[config.mk]
export PLATFORM = sky130hd
export DESIGN_NAME = alu_issue_arbiter_flat
export DESIGN_NICKNAME = d
export VERILOG_FILES = /design/src/rtl/alu_issue_arbiter_if.sv /design/src/rtl/alu_issue_arbiter.sv /design/src/flat_wrapper.sv
export SDC_FILE = /design/constraint.sdc
export NUM_CORES = 1
export LEC_CHECK = 0
export ABC_AREA = 0
export BUFFER_PORTS_ARGS = -buffer_cell sky130_fd_sc_hd__buf_2
export CAP_MARGIN = 20
export CORE_AREA = 2 2 215 217
export CTS_BUF_LIST = sky130_fd_sc_hd__clkbuf_16
export DETAILED_ROUTE_END_ITERATION = 6
export DIE_AREA = 0 0 217 219
export SYNTH_ARGS = -nofsm -noshare
export SYNTH_HDL_FRONTEND = slang
export SYNTH_SLANG_ARGS = --single-unit
[constraint.sdc]
create_clock -name clk -period 2.3 [get_ports clk]
set_clock_uncertainty 0.1 [all_clocks]
set_input_delay 0.23 -clock clk [delete_from_list [all_inputs] [get_ports clk]]
set_output_delay 0.23 -clock clk [all_outputs]
set_load 0.02 [all_outputs]
[src/rtl/alu_issue_arbiter_if.sv]
// Request, response and ALU-side bundle of alu_issue_arbiter.
// slave is the arbiter's view; master is the view of the surrounding issue stage / consumer / ALU.
interface alu_issue_arbiter_if;
    logic        req0_valid;
    logic        req0_ready;
    logic [0:63] req0_rA;
    logic [0:63] req0_rB;
    logic [0:5]  req0_func;
    logic [0:1]  req0_ww;

    logic        req1_valid;
    logic        req1_ready;
    logic [0:63] req1_rA;
    logic [0:63] req1_rB;
    logic [0:5]  req1_func;
    logic [0:1]  req1_ww;

    logic        resp_valid;
    logic        resp_ready;
    logic        resp_id;
    logic [0:63] resp_data;
    logic        resp_err;

    logic [0:63] alu_rA;
    logic [0:63] alu_rB;
    logic [0:5]  alu_R_ins;
    logic [0:5]  alu_Op_code;
    logic [0:1]  alu_WW;
    logic [0:63] alu_out;

    modport slave (
        input  req0_valid, req0_rA, req0_rB, req0_func, req0_ww,
        output req0_ready,
        input  req1_valid, req1_rA, req1_rB, req1_func, req1_ww,
        output req1_ready,
        output resp_valid, resp_id, resp_data, resp_err,
        input  resp_ready,
        output alu_rA, alu_rB, alu_R_ins, alu_Op_code, alu_WW,
        input  alu_out
    );

    modport master (
        output req0_valid, req0_rA, req0_rB, req0_func, req0_ww,
        input  req0_ready,
        output req1_valid, req1_rA, req1_rB, req1_func, req1_ww,
        input  req1_ready,
        input  resp_valid, resp_id, resp_data, resp_err,
        output resp_ready,
        input  alu_rA, alu_rB, alu_R_ins, alu_Op_code, alu_WW,
        output alu_out
    );
endinterface

[src/rtl/alu_issue_arbiter.sv]
// Round-robin issue arbiter in front of one shared combinational vector ALU (IDLE -> EXEC -> RESP).
// Optional macro ALU_ILLEGAL_TRAP_EN: illegal function codes bypass the ALU and answer with resp_err=1.
//
// Handshake: a transfer happens on a rising edge where valid and ready are both 1. reqX_ready is
// combinational and only asserted in IDLE for the arbitration winner; requesters hold valid and
// payload until ready. resp_valid/resp_id/resp_data/resp_err stay stable until resp_ready is seen.
module alu_issue_arbiter #(
    parameter int         LAT_SHORT  = 1,
    parameter int         LAT_LONG   = 4,
    parameter int         CNT_W      = 4,
    parameter logic [5:0] ALU_OPCODE = 6'b101010
) (
    input  logic                clk,
    input  logic                reset_n,
    alu_issue_arbiter_if.slave  bus,
    output logic [1:0]          dbg_state
);

    typedef enum logic [1:0] {
        IDLE = 2'd0,
        EXEC = 2'd1,
        RESP = 2'd2
    } state_t;

    localparam logic [CNT_W-1:0] CNT_SHORT = CNT_W'(LAT_SHORT - 1);
    localparam logic [CNT_W-1:0] CNT_LONG  = CNT_W'(LAT_LONG - 1);

    state_t           state;
    logic [CNT_W-1:0] cnt;
    logic             rr_last;

    logic             resp_valid_q;
    logic             resp_id_q;
    logic [0:63]      resp_data_q;
    logic             resp_err_q;
    logic [0:63]      alu_ra_q;
    logic [0:63]      alu_rb_q;
    logic [0:5]       alu_func_q;
    logic [0:5]       alu_opcode_q;
    logic [0:1]       alu_ww_q;

    logic             grant0;
    logic             grant1;
    logic             grant_any;
    logic [0:63]      win_ra;
    logic [0:63]      win_rb;
    logic [0:5]       win_func;
    logic [0:1]       win_ww;
    logic             win_long;
    logic             win_illegal;

    // On a tie the requester not granted last wins; rr_last resets to 1 so requester 0 wins first.
    always_comb begin
        grant0 = 1'b0;
        grant1 = 1'b0;
        if (reset_n && state == IDLE) begin
            if (bus.req0_valid && bus.req1_valid) begin
                grant0 = rr_last;
                grant1 = !rr_last;
            end else begin
                grant0 = bus.req0_valid;
                grant1 = bus.req1_valid;
            end
        end
    end

    assign grant_any = grant0 || grant1;
    assign win_ra    = grant1 ? bus.req1_rA   : bus.req0_rA;
    assign win_rb    = grant1 ? bus.req1_rB   : bus.req0_rB;
    assign win_func  = grant1 ? bus.req1_func : bus.req0_func;
    assign win_ww    = grant1 ? bus.req1_ww   : bus.req0_ww;

    // Long class: VMULEU/VMULOU (001000/001001), VDIV/VMOD (001110/001111),
    // VSQEU/VSQOU/VSQRT (010000..010010). Every other code, legal or not, is short.
    assign win_long = (win_func == 6'b001000) || (win_func == 6'b001001) ||
                      ((win_func >= 6'b001110) && (win_func <= 6'b010010));

`ifdef ALU_ILLEGAL_TRAP_EN
    assign win_illegal = (win_func == 6'b000000) || (win_func > 6'b010010);
`else
    assign win_illegal = 1'b0;
`endif

    always_ff @(posedge clk or negedge reset_n) begin
        if (!reset_n) begin
            state        <= IDLE;
            cnt          <= '0;
            rr_last      <= 1'b1;
            resp_valid_q <= 1'b0;
            resp_id_q    <= 1'b0;
            resp_data_q  <= '0;
            resp_err_q   <= 1'b0;
            alu_ra_q     <= '0;
            alu_rb_q     <= '0;
            alu_func_q   <= '0;
            alu_opcode_q <= '0;
            alu_ww_q     <= '0;
        end else begin
            case (state)
                IDLE: begin
                    if (grant_any) begin
                        rr_last   <= grant1;
                        resp_id_q <= grant1;
                        if (win_illegal) begin
                            // Trapped ops never touch the ALU inputs.
                            resp_data_q  <= '0;
                            resp_err_q   <= 1'b1;
                            resp_valid_q <= 1'b1;
                            state        <= RESP;
                        end else begin
                            alu_ra_q     <= win_ra;
                            alu_rb_q     <= win_rb;
                            alu_func_q   <= win_func;
                            alu_ww_q     <= win_ww;
                            alu_opcode_q <= ALU_OPCODE;
                            resp_err_q   <= 1'b0;
                            cnt          <= win_long ? CNT_LONG : CNT_SHORT;
                            state        <= EXEC;
                        end
                    end
                end
                EXEC: begin
                    if (cnt == '0) begin
                        resp_data_q  <= bus.alu_out;
                        resp_valid_q <= 1'b1;
                        state        <= RESP;
                    end else begin
                        cnt <= cnt - 1'b1;
                    end
                end
                RESP: begin
                    if (bus.resp_ready) begin
                        resp_valid_q <= 1'b0;
                        state        <= IDLE;
                    end
                end
                default: state <= IDLE;
            endcase
        end
    end

    assign bus.req0_ready  = grant0;
    assign bus.req1_ready  = grant1;
    assign bus.resp_valid  = resp_valid_q;
    assign bus.resp_id     = resp_id_q;
    assign bus.resp_data   = resp_data_q;
    assign bus.resp_err    = resp_err_q;
    assign bus.alu_rA      = alu_ra_q;
    assign bus.alu_rB      = alu_rb_q;
    assign bus.alu_R_ins   = alu_func_q;
    assign bus.alu_Op_code = alu_opcode_q;
    assign bus.alu_WW      = alu_ww_q;
    assign dbg_state       = state;

endmodule
[src/flat_wrapper.sv]
// flat-port wrapper written by rule: the top's interface ports become plain ports
module alu_issue_arbiter_flat 
#(
    parameter int         LAT_SHORT  = 1,
    parameter int         LAT_LONG   = 4,
    parameter int         CNT_W      = 4,
    parameter logic [5:0] ALU_OPCODE = 6'b101010
)
  (clk, reset_n, dbg_state, bus_req0_valid, bus_req0_rA, bus_req0_rB, bus_req0_func, bus_req0_ww, bus_req0_ready, bus_req1_valid, bus_req1_rA, bus_req1_rB, bus_req1_func, bus_req1_ww, bus_req1_ready, bus_resp_valid, bus_resp_id, bus_resp_data, bus_resp_err, bus_resp_ready, bus_alu_rA, bus_alu_rB, bus_alu_R_ins, bus_alu_Op_code, bus_alu_WW, bus_alu_out);
  alu_issue_arbiter_if bus_i ();
  input  logic clk;
  input  logic reset_n;
  output logic [1:0] dbg_state;
  input wire logic [$bits(bus_i.req0_valid)-1:0] bus_req0_valid;
  input wire logic [$bits(bus_i.req0_rA)-1:0] bus_req0_rA;
  input wire logic [$bits(bus_i.req0_rB)-1:0] bus_req0_rB;
  input wire logic [$bits(bus_i.req0_func)-1:0] bus_req0_func;
  input wire logic [$bits(bus_i.req0_ww)-1:0] bus_req0_ww;
  output wire logic [$bits(bus_i.req0_ready)-1:0] bus_req0_ready;
  input wire logic [$bits(bus_i.req1_valid)-1:0] bus_req1_valid;
  input wire logic [$bits(bus_i.req1_rA)-1:0] bus_req1_rA;
  input wire logic [$bits(bus_i.req1_rB)-1:0] bus_req1_rB;
  input wire logic [$bits(bus_i.req1_func)-1:0] bus_req1_func;
  input wire logic [$bits(bus_i.req1_ww)-1:0] bus_req1_ww;
  output wire logic [$bits(bus_i.req1_ready)-1:0] bus_req1_ready;
  output wire logic [$bits(bus_i.resp_valid)-1:0] bus_resp_valid;
  output wire logic [$bits(bus_i.resp_id)-1:0] bus_resp_id;
  output wire logic [$bits(bus_i.resp_data)-1:0] bus_resp_data;
  output wire logic [$bits(bus_i.resp_err)-1:0] bus_resp_err;
  input wire logic [$bits(bus_i.resp_ready)-1:0] bus_resp_ready;
  output wire logic [$bits(bus_i.alu_rA)-1:0] bus_alu_rA;
  output wire logic [$bits(bus_i.alu_rB)-1:0] bus_alu_rB;
  output wire logic [$bits(bus_i.alu_R_ins)-1:0] bus_alu_R_ins;
  output wire logic [$bits(bus_i.alu_Op_code)-1:0] bus_alu_Op_code;
  output wire logic [$bits(bus_i.alu_WW)-1:0] bus_alu_WW;
  input wire logic [$bits(bus_i.alu_out)-1:0] bus_alu_out;
  assign bus_i.req0_valid = bus_req0_valid;
  assign bus_i.req0_rA = bus_req0_rA;
  assign bus_i.req0_rB = bus_req0_rB;
  assign bus_i.req0_func = bus_req0_func;
  assign bus_i.req0_ww = bus_req0_ww;
  assign bus_req0_ready = bus_i.req0_ready;
  assign bus_i.req1_valid = bus_req1_valid;
  assign bus_i.req1_rA = bus_req1_rA;
  assign bus_i.req1_rB = bus_req1_rB;
  assign bus_i.req1_func = bus_req1_func;
  assign bus_i.req1_ww = bus_req1_ww;
  assign bus_req1_ready = bus_i.req1_ready;
  assign bus_resp_valid = bus_i.resp_valid;
  assign bus_resp_id = bus_i.resp_id;
  assign bus_resp_data = bus_i.resp_data;
  assign bus_resp_err = bus_i.resp_err;
  assign bus_i.resp_ready = bus_resp_ready;
  assign bus_alu_rA = bus_i.alu_rA;
  assign bus_alu_rB = bus_i.alu_rB;
  assign bus_alu_R_ins = bus_i.alu_R_ins;
  assign bus_alu_Op_code = bus_i.alu_Op_code;
  assign bus_alu_WW = bus_i.alu_WW;
  assign bus_i.alu_out = bus_alu_out;
  alu_issue_arbiter #(.LAT_SHORT(LAT_SHORT), .LAT_LONG(LAT_LONG), .CNT_W(CNT_W), .ALU_OPCODE(ALU_OPCODE)) u_core (.clk(clk), .reset_n(reset_n), .bus(bus_i), .dbg_state(dbg_state));
endmodule
### After elaboration in Yosys (flattened, before gate mapping)

Cells that the tools add are included.

| cells by class | value |
|---|---|
| equality and inequality tests | 8 |
| reductions and logical operators | 16 |
| mux-type cells | 19 |
| order comparisons | 2 |
| add/sub/neg operators | 1 |

Operators with widths:

| kind | number |
|---|---|
| $mux 64 | 2 |
| $eq 6x4->1 const B | 2 |
| $mux 2 | 5 |
| $reduce_and 3->1 | 3 |
| $mux 4 | 2 |
| $pmux 4 s2 | 1 |
| $ge 6x4->1 const B | 1 |
| $le 6x5->1 const B | 1 |
| $mux 1 | 6 |
| $mux 6 | 1 |
| $pmux 2 s3 | 1 |
| $logic_not 4->1 | 1 |
| $ne 2x1->1 const B | 2 |
| $ne 2x2->1 const B | 2 |
| $reduce_and 2->1 | 2 |
| $reduce_bool 2->1 | 2 |
| $sub 4x1->4 const B | 1 |
| $logic_and 1x1->1 | 3 |
| $logic_or 1x1->1 | 3 |
| $eq 2x1->1 const B | 1 |
| $eq 2x2->1 const B | 1 |
| $logic_not 2->1 | 1 |
| $pmux 1 s2 | 1 |
| $logic_not 1->1 | 1 |

| word-level totals | value |
|---|---|
| bits of input ports | 341 |
| output and inout bits | 213 |
| register bits after elaboration | 210 |
| word-level logic and storage cells | 57 |

### Logic depth before layout (Yosys ltp)

| depth | value |
|---|---|
| depth in word-level cells | 10 |
| gate-level depth with buffers | 8 |
| gate-level depth less buffers | 7 |

### Least setup slack after synthesis

OpenSTA, ideal clock, no wires.

| path | value |
|---|---|
| path type | reg-to-reg |
| from | reg u_core.state[1] (netlist: u_core.dbg_state[1]) |
| to | reg u_core.resp_data_q (netlist bit u_core.bus.resp_data[2]) |
| cell stages (with the launch flop) | 6 |
| setup time | 0.125 ns |
| clock period less this slack | 1.856 ns |
| data required time | 2.075 ns |
| buffers on the path | 2 |
| setup slack | 0.444 ns |
| data arrival time | 1.631 ns |
| cell sequence | dfrtp_1 > nand2b_1 > nor3_2 > buf_4 > buf_6 > mux2_2 |

| on the way | value |
|---|---|
| cells in the longest elaborated chain, start to end | 2 |

Ends and longest elaborated chain:

| item | line | source |
|---|---|---|
| start, declared | alu_issue_arbiter.sv:28 | `state_t state;` |
| start signal, assigned | alu_issue_arbiter.sv:86 | `state <= IDLE;` |
| start signal, assigned | alu_issue_arbiter.sv:109 | `state <= RESP;` |
| start signal, assigned | alu_issue_arbiter.sv:118 | `state <= EXEC;` |
| $eq 2x1->1 | alu_issue_arbiter.sv:99 | `case (state)` |
| $reduce_and 2->1 (no line) | -- |  |
| end signal, assigned | alu_issue_arbiter.sv:124 | `resp_data_q <= bus.alu_out;` |
| end, declared | alu_issue_arbiter.sv:34 | `logic [0:63] resp_data_q;` |

Every way passes these cells.
A chain may end at the register's enable or synchronous reset.

### Final worst setup path

| path | value |
|---|---|
| from | reg u_core.state[0] (netlist: u_core.dbg_state[0]) |
| to | reg u_core.alu_rb_q (netlist bit u_core.bus.alu_rB[54]) |

| on the way | value |
|---|---|
| cells in the longest elaborated chain, start to end | 5 |
| elaborated cells between the ends (all ways) | 7 |
| those cells by class | mux (3); reduce/logical (4) |

Ends and longest elaborated chain:

| item | line | source |
|---|---|---|
| $logic_not 2->1 (*) | alu_issue_arbiter.sv:56, alu_issue_arbiter.sv:99 |  |
| $logic_and 1x1->1 | alu_issue_arbiter.sv:56 | `if (reset_n && state == IDLE) begin` |
| $mux 1 | alu_issue_arbiter.sv:56 |  |
| $logic_or 1x1->1 | alu_issue_arbiter.sv:67 | `assign grant_any = grant0 \|\| grant1;` |
| $reduce_and 2->1 (no line) | -- |  |
| end signal, assigned | alu_issue_arbiter.sv:112 | `alu_rb_q <= win_rb;` |
| end, declared | alu_issue_arbiter.sv:37 | `logic [0:63] alu_rb_q;` |

Every way passes the cells marked *; elsewhere a longest branch is shown, timed or not.

==> impl_metrics.json <==
{
  "tightest_slew_ps": 907,
  "totalPowerFinal_mw": 19.5,
  "grtUsageMet3": 0.0256,
  "grt_start_max_net_pins": 119,
  "initial_antenna_violation_count": 0,
  "synth.area.mux_share": 0.0790,
  "route.detailed.vias_per_inst": 4.36,
  "synth-seq-cells": 210,
  "arrival_ps": 2550,
  "cts_root_cell": "clkbuf_16",
  "final-hold-violation-count": 0,
  "worst-setup-path-type": "reg -> reg",
  "finalCritPeriodShare": 0.951,
  "maxSlewHeadroom": 0.396,
  "area_growth_syn_to_layout_pct": 83.7,
  "grt_overflow": 0,
  "min-delay-start": "bus_req0_valid",
  "count_of_input_and_output_buffers": 549,
  "holdCritPathClass": "in -> reg",
  "routed-via-count": 10600,
  "met2_usage": 0.270,
  "rsz0062_at_grt": "false",
  "fin_worst_hold_slack_ps": 130,
  "critical_path_launch_point_type": "flip-flop",
  "gpl.final_weighted_congestion": 0.877,
  "finish.net_count": 2165,
  "register_to_register_setup_slack_ps": 110,
  "global_route.peak_usage_layer": "met2",
  "synthXorXnorAreaFrac": 0,
  "static-leakage-power_nw": 7.90,
  "crit_required_ps": 2670,
  "average_cell_area_after_synthesis_um2": 9.64,
  "hold_end": "u_core.bus.alu_Op_code[4]$_DFFE_PN0P_",
  "timing.final.crit_period_ps": 2190,
  "yosys_warnings": 0,
  "synth_top_family_by_area": "simple AND/OR/NAND/NOR gates",
  "ioPinCount": 554,
  "synth_compound_gate_area_share": 0.103,
  "die-area_um2": 47500,
  "grt_pass1_vias": 11000,
  "drt_iter0_drcs": 681,
  "layoutNonFillerInstCount": 2440,
  "cts.path.max_buffers": 3,
  "syn-cell-area_um2": 9120,
  "netlist-cell-type-count": 35,
  "detail_route.first_pass.iterations": 5,
  "report.final.setup_viol": 0,
  "timing.rr.end": "u_core.bus.alu_rB[54]$_DFFE_PN0P_",
  "floorplan.rows": 78,
  "synthDominantAreaCellType": "dfrtp_1",
  "cts_buffers": 24,
  "routed_wl_um": 38500,
  "cts_sinks": 210,
  "htree_num_levels": 1,
  "outcome": "completed",
  "final_antenna_net_count": 0,
  "tritoncts": "done",
  "path_clk_slew_ps": 60,
  "r2r_start": "u_core.dbg_state[0]$_DFFE_PN0P_",
  "grt_use_total": 0.151,
  "synth_top_cell_area_share": 0.573,
  "setup_total_negative_slack_ps": 0,
  "power-per-cell-area_nw_per_um2": 1160,
  "insertion_delay_ps": 540,
  "core-area_um2": 45100,
  "post_synth_and_or_nand_nor_area_fraction": 0.191,
  "synthAdderAreaFrac": 0.00274,
  "post_synth_main_area_contributors": "dfrtp_1, nand2_1, a31oi_1, mux2_2, nor2_1",
  "critical_path_maximum_fanout": 16,
  "r2r_cells": 7,
  "die_height_um": 219,
  "grt_util_met1": 0.173,
  "first_pass_grt_wire_length_um": 57600,
  "max_freq_mhz": 457,
  "ir_drop_v": 0.000868,
  "initial_core_util": 0.202,
  "wire_per_inst_um": 15.8,
  "placed_cells": 2056,
  "layout-drive-gt1-share": 0.369,
  "route.detailed.drc": 0,
  "ys_seq_area_frac": 0.576,
  "final_core_utilization": 0.372,
  "number_of_cells_traversed_by_the_worst_hold_path": 3,
  "post-dp-hpwl_um": 24200,
  "final-max-slew-violation-count": 0,
  "timing.max_cap.violations": 0,
  "syn-instance-count": 946,
  "critPathCaptureType": "flip-flop",
  "dieWidth_um": 217
}
[registers in the layout, indices dropped and copies added, names as in the netlist]
signal                  flops
u_core.bus.alu_Op_code      1
u_core.bus.resp_data       64
u_core.bus.alu_rA          64
u_core.rr_last              1
u_core.bus.resp_id          1
u_core.bus.alu_WW           2
u_core.bus.alu_rB          64
u_core.dbg_state            2
u_core.bus.resp_valid       1
u_core.bus.alu_R_ins        6
u_core.cnt                  4
[cells in the mapped netlist]
cell type	n
a31oi_1	136
a211o_1	2
nand2_1	277
mux2_2	62
dfstp_2	1
and3_1	1
a21oi_1	5
mux2_1	2
conb_1	1
nor3_2	1
ha_1	2
nor2_1	139
nand3_1	2
nor3b_1	2
o21ai_0	2
a21o_1	1
or2_2	1
buf_4	21
inv_2	1
dfrtp_1	209
o21a_1	1
nor3_1	2
nand2b_1	6
buf_2	47
nor4b_1	1
nand4_1	2
nor3b_2	1
buf_6	1
clkbuf_1	4
nand3b_1	2
inv_1	5
nand3_2	1
nand4b_1	2
o311ai_0	2
or4_1	1
[power breakdown]
part	total (mW)	leakage (nW)	switching [mW]	internal [mW]
Clock	3.55	0.368	1.56	1.99
Sequential	6.62	2.38	1.09	5.54
Combinational	9.30	5.16	5.52	3.78
[through the flow]
stage	setup WS, ps	cell area [µm²]
5_1_grt	15.7	16800
2_1_floorplan	444	9140
6_report	113	16800
3_5_place_dp	232	12600
4_1_cts	20.9	16700
3_3_place_gp	237	12600
[worst max-delay path by stage]
stage / end / start / cells past startpoint / slack (ps)
global route: u_core.bus.alu_rA[16]$_DFFE_PN0P_ / u_core.dbg_state[0]$_DFFE_PN0P_ / 7 / 20
global placement: u_core.cnt[1]$_DFFE_PN0P_ / u_core.dbg_state[1]$_DFFE_PN0P_ / 6 / 240
floorplan: u_core.bus.resp_data[2]$_DFFE_PN0P_ / u_core.dbg_state[1]$_DFFE_PN0P_ / 5 / 440
CTS: bus_req1_ready / u_core.dbg_state[1]$_DFFE_PN0P_ / 4 / 20
finish: u_core.bus.alu_rB[54]$_DFFE_PN0P_ / u_core.dbg_state[0]$_DFFE_PN0P_ / 7 / 110
detailed placement: u_core.bus.alu_rA[59]$_DFFE_PN0P_ / u_core.dbg_state[1]$_DFFE_PN0P_ / 6 / 230
[layout make-up]
cell class	count	area [µm²]
clock buffer	24	601
timing repair buffer	920	6540
antenna	1	2.50
tap	600	751
multi-input combinational	660	3460
inverter	6	35.0
fill	4327	28300
sequential	210	5260
clock inverter	19	111
[logic make-up (layout without fill, tap and decap cells)]
logic type      count (synthesis)  count (layout)
simple gates                  441             441
compound gates                149             149
flops                         210             210
other cells                     1               5
mux                            64              64
buf+inv                        79             969
fa+ha+maj                       2               2
[cell usage in the layout, fill, tap and decap left out, types with 2 or more instances in the layout]
cell type | netlist | final
nand4_1 | 2 | 2
buf_12 | 0 | 10
nor2_1 | 139 | 139
a21oi_1 | 5 | 5
ha_1 | 2 | 2
a211o_1 | 2 | 2
nor3b_1 | 2 | 2
dfrtp_1 | 209 | 209
buf_2 | 47 | 548
mux2_2 | 62 | 62
buf_4 | 21 | 21
a31oi_1 | 136 | 136
o311ai_0 | 2 | 2
nand3_1 | 2 | 2
clkinv_8 | 0 | 2
clkbuf_16 | 0 | 25
mux2_1 | 2 | 2
clkinv_1 | 0 | 10
conb_1 | 1 | 4
o21ai_0 | 2 | 2
nand2_1 | 277 | 277
nand3b_1 | 2 | 2
nor3_1 | 2 | 2
nand2b_1 | 6 | 6
nand4b_1 | 2 | 2
inv_1 | 5 | 11
dlygate4sd3_1 | 0 | 338
[per-layer routing]
layer | routed length (µm) | part of all wire
met5 | 0 | 0
met4 | 1740 | 0.045
met3 | 2560 | 0.066
met2 | 19500 | 0.51
met1 | 14700 | 0.38
[worst max-delay path, stage by stage, from the launching register on]
cell and delay, ps:
dfrtp_1 400, nor3b_4 320, o21a_4 220, buf_12 160, buf_4 160, nor2_1 40, a31oi_1 130, dlygate4sd3_1 560
[what timing repair did]
action / CTS / global route
hold buffers: 338 / 0
endpoints found under the hold margin: 227 / 0
setup buffers: 0 / 1
gates resized for setup: 2 / 3
pin swaps: 0 / 1
gates cloned: 0 / 1
setup endpoints to repair: 1 / 3
No activity file was read; power rests on OpenSTA's default activity.
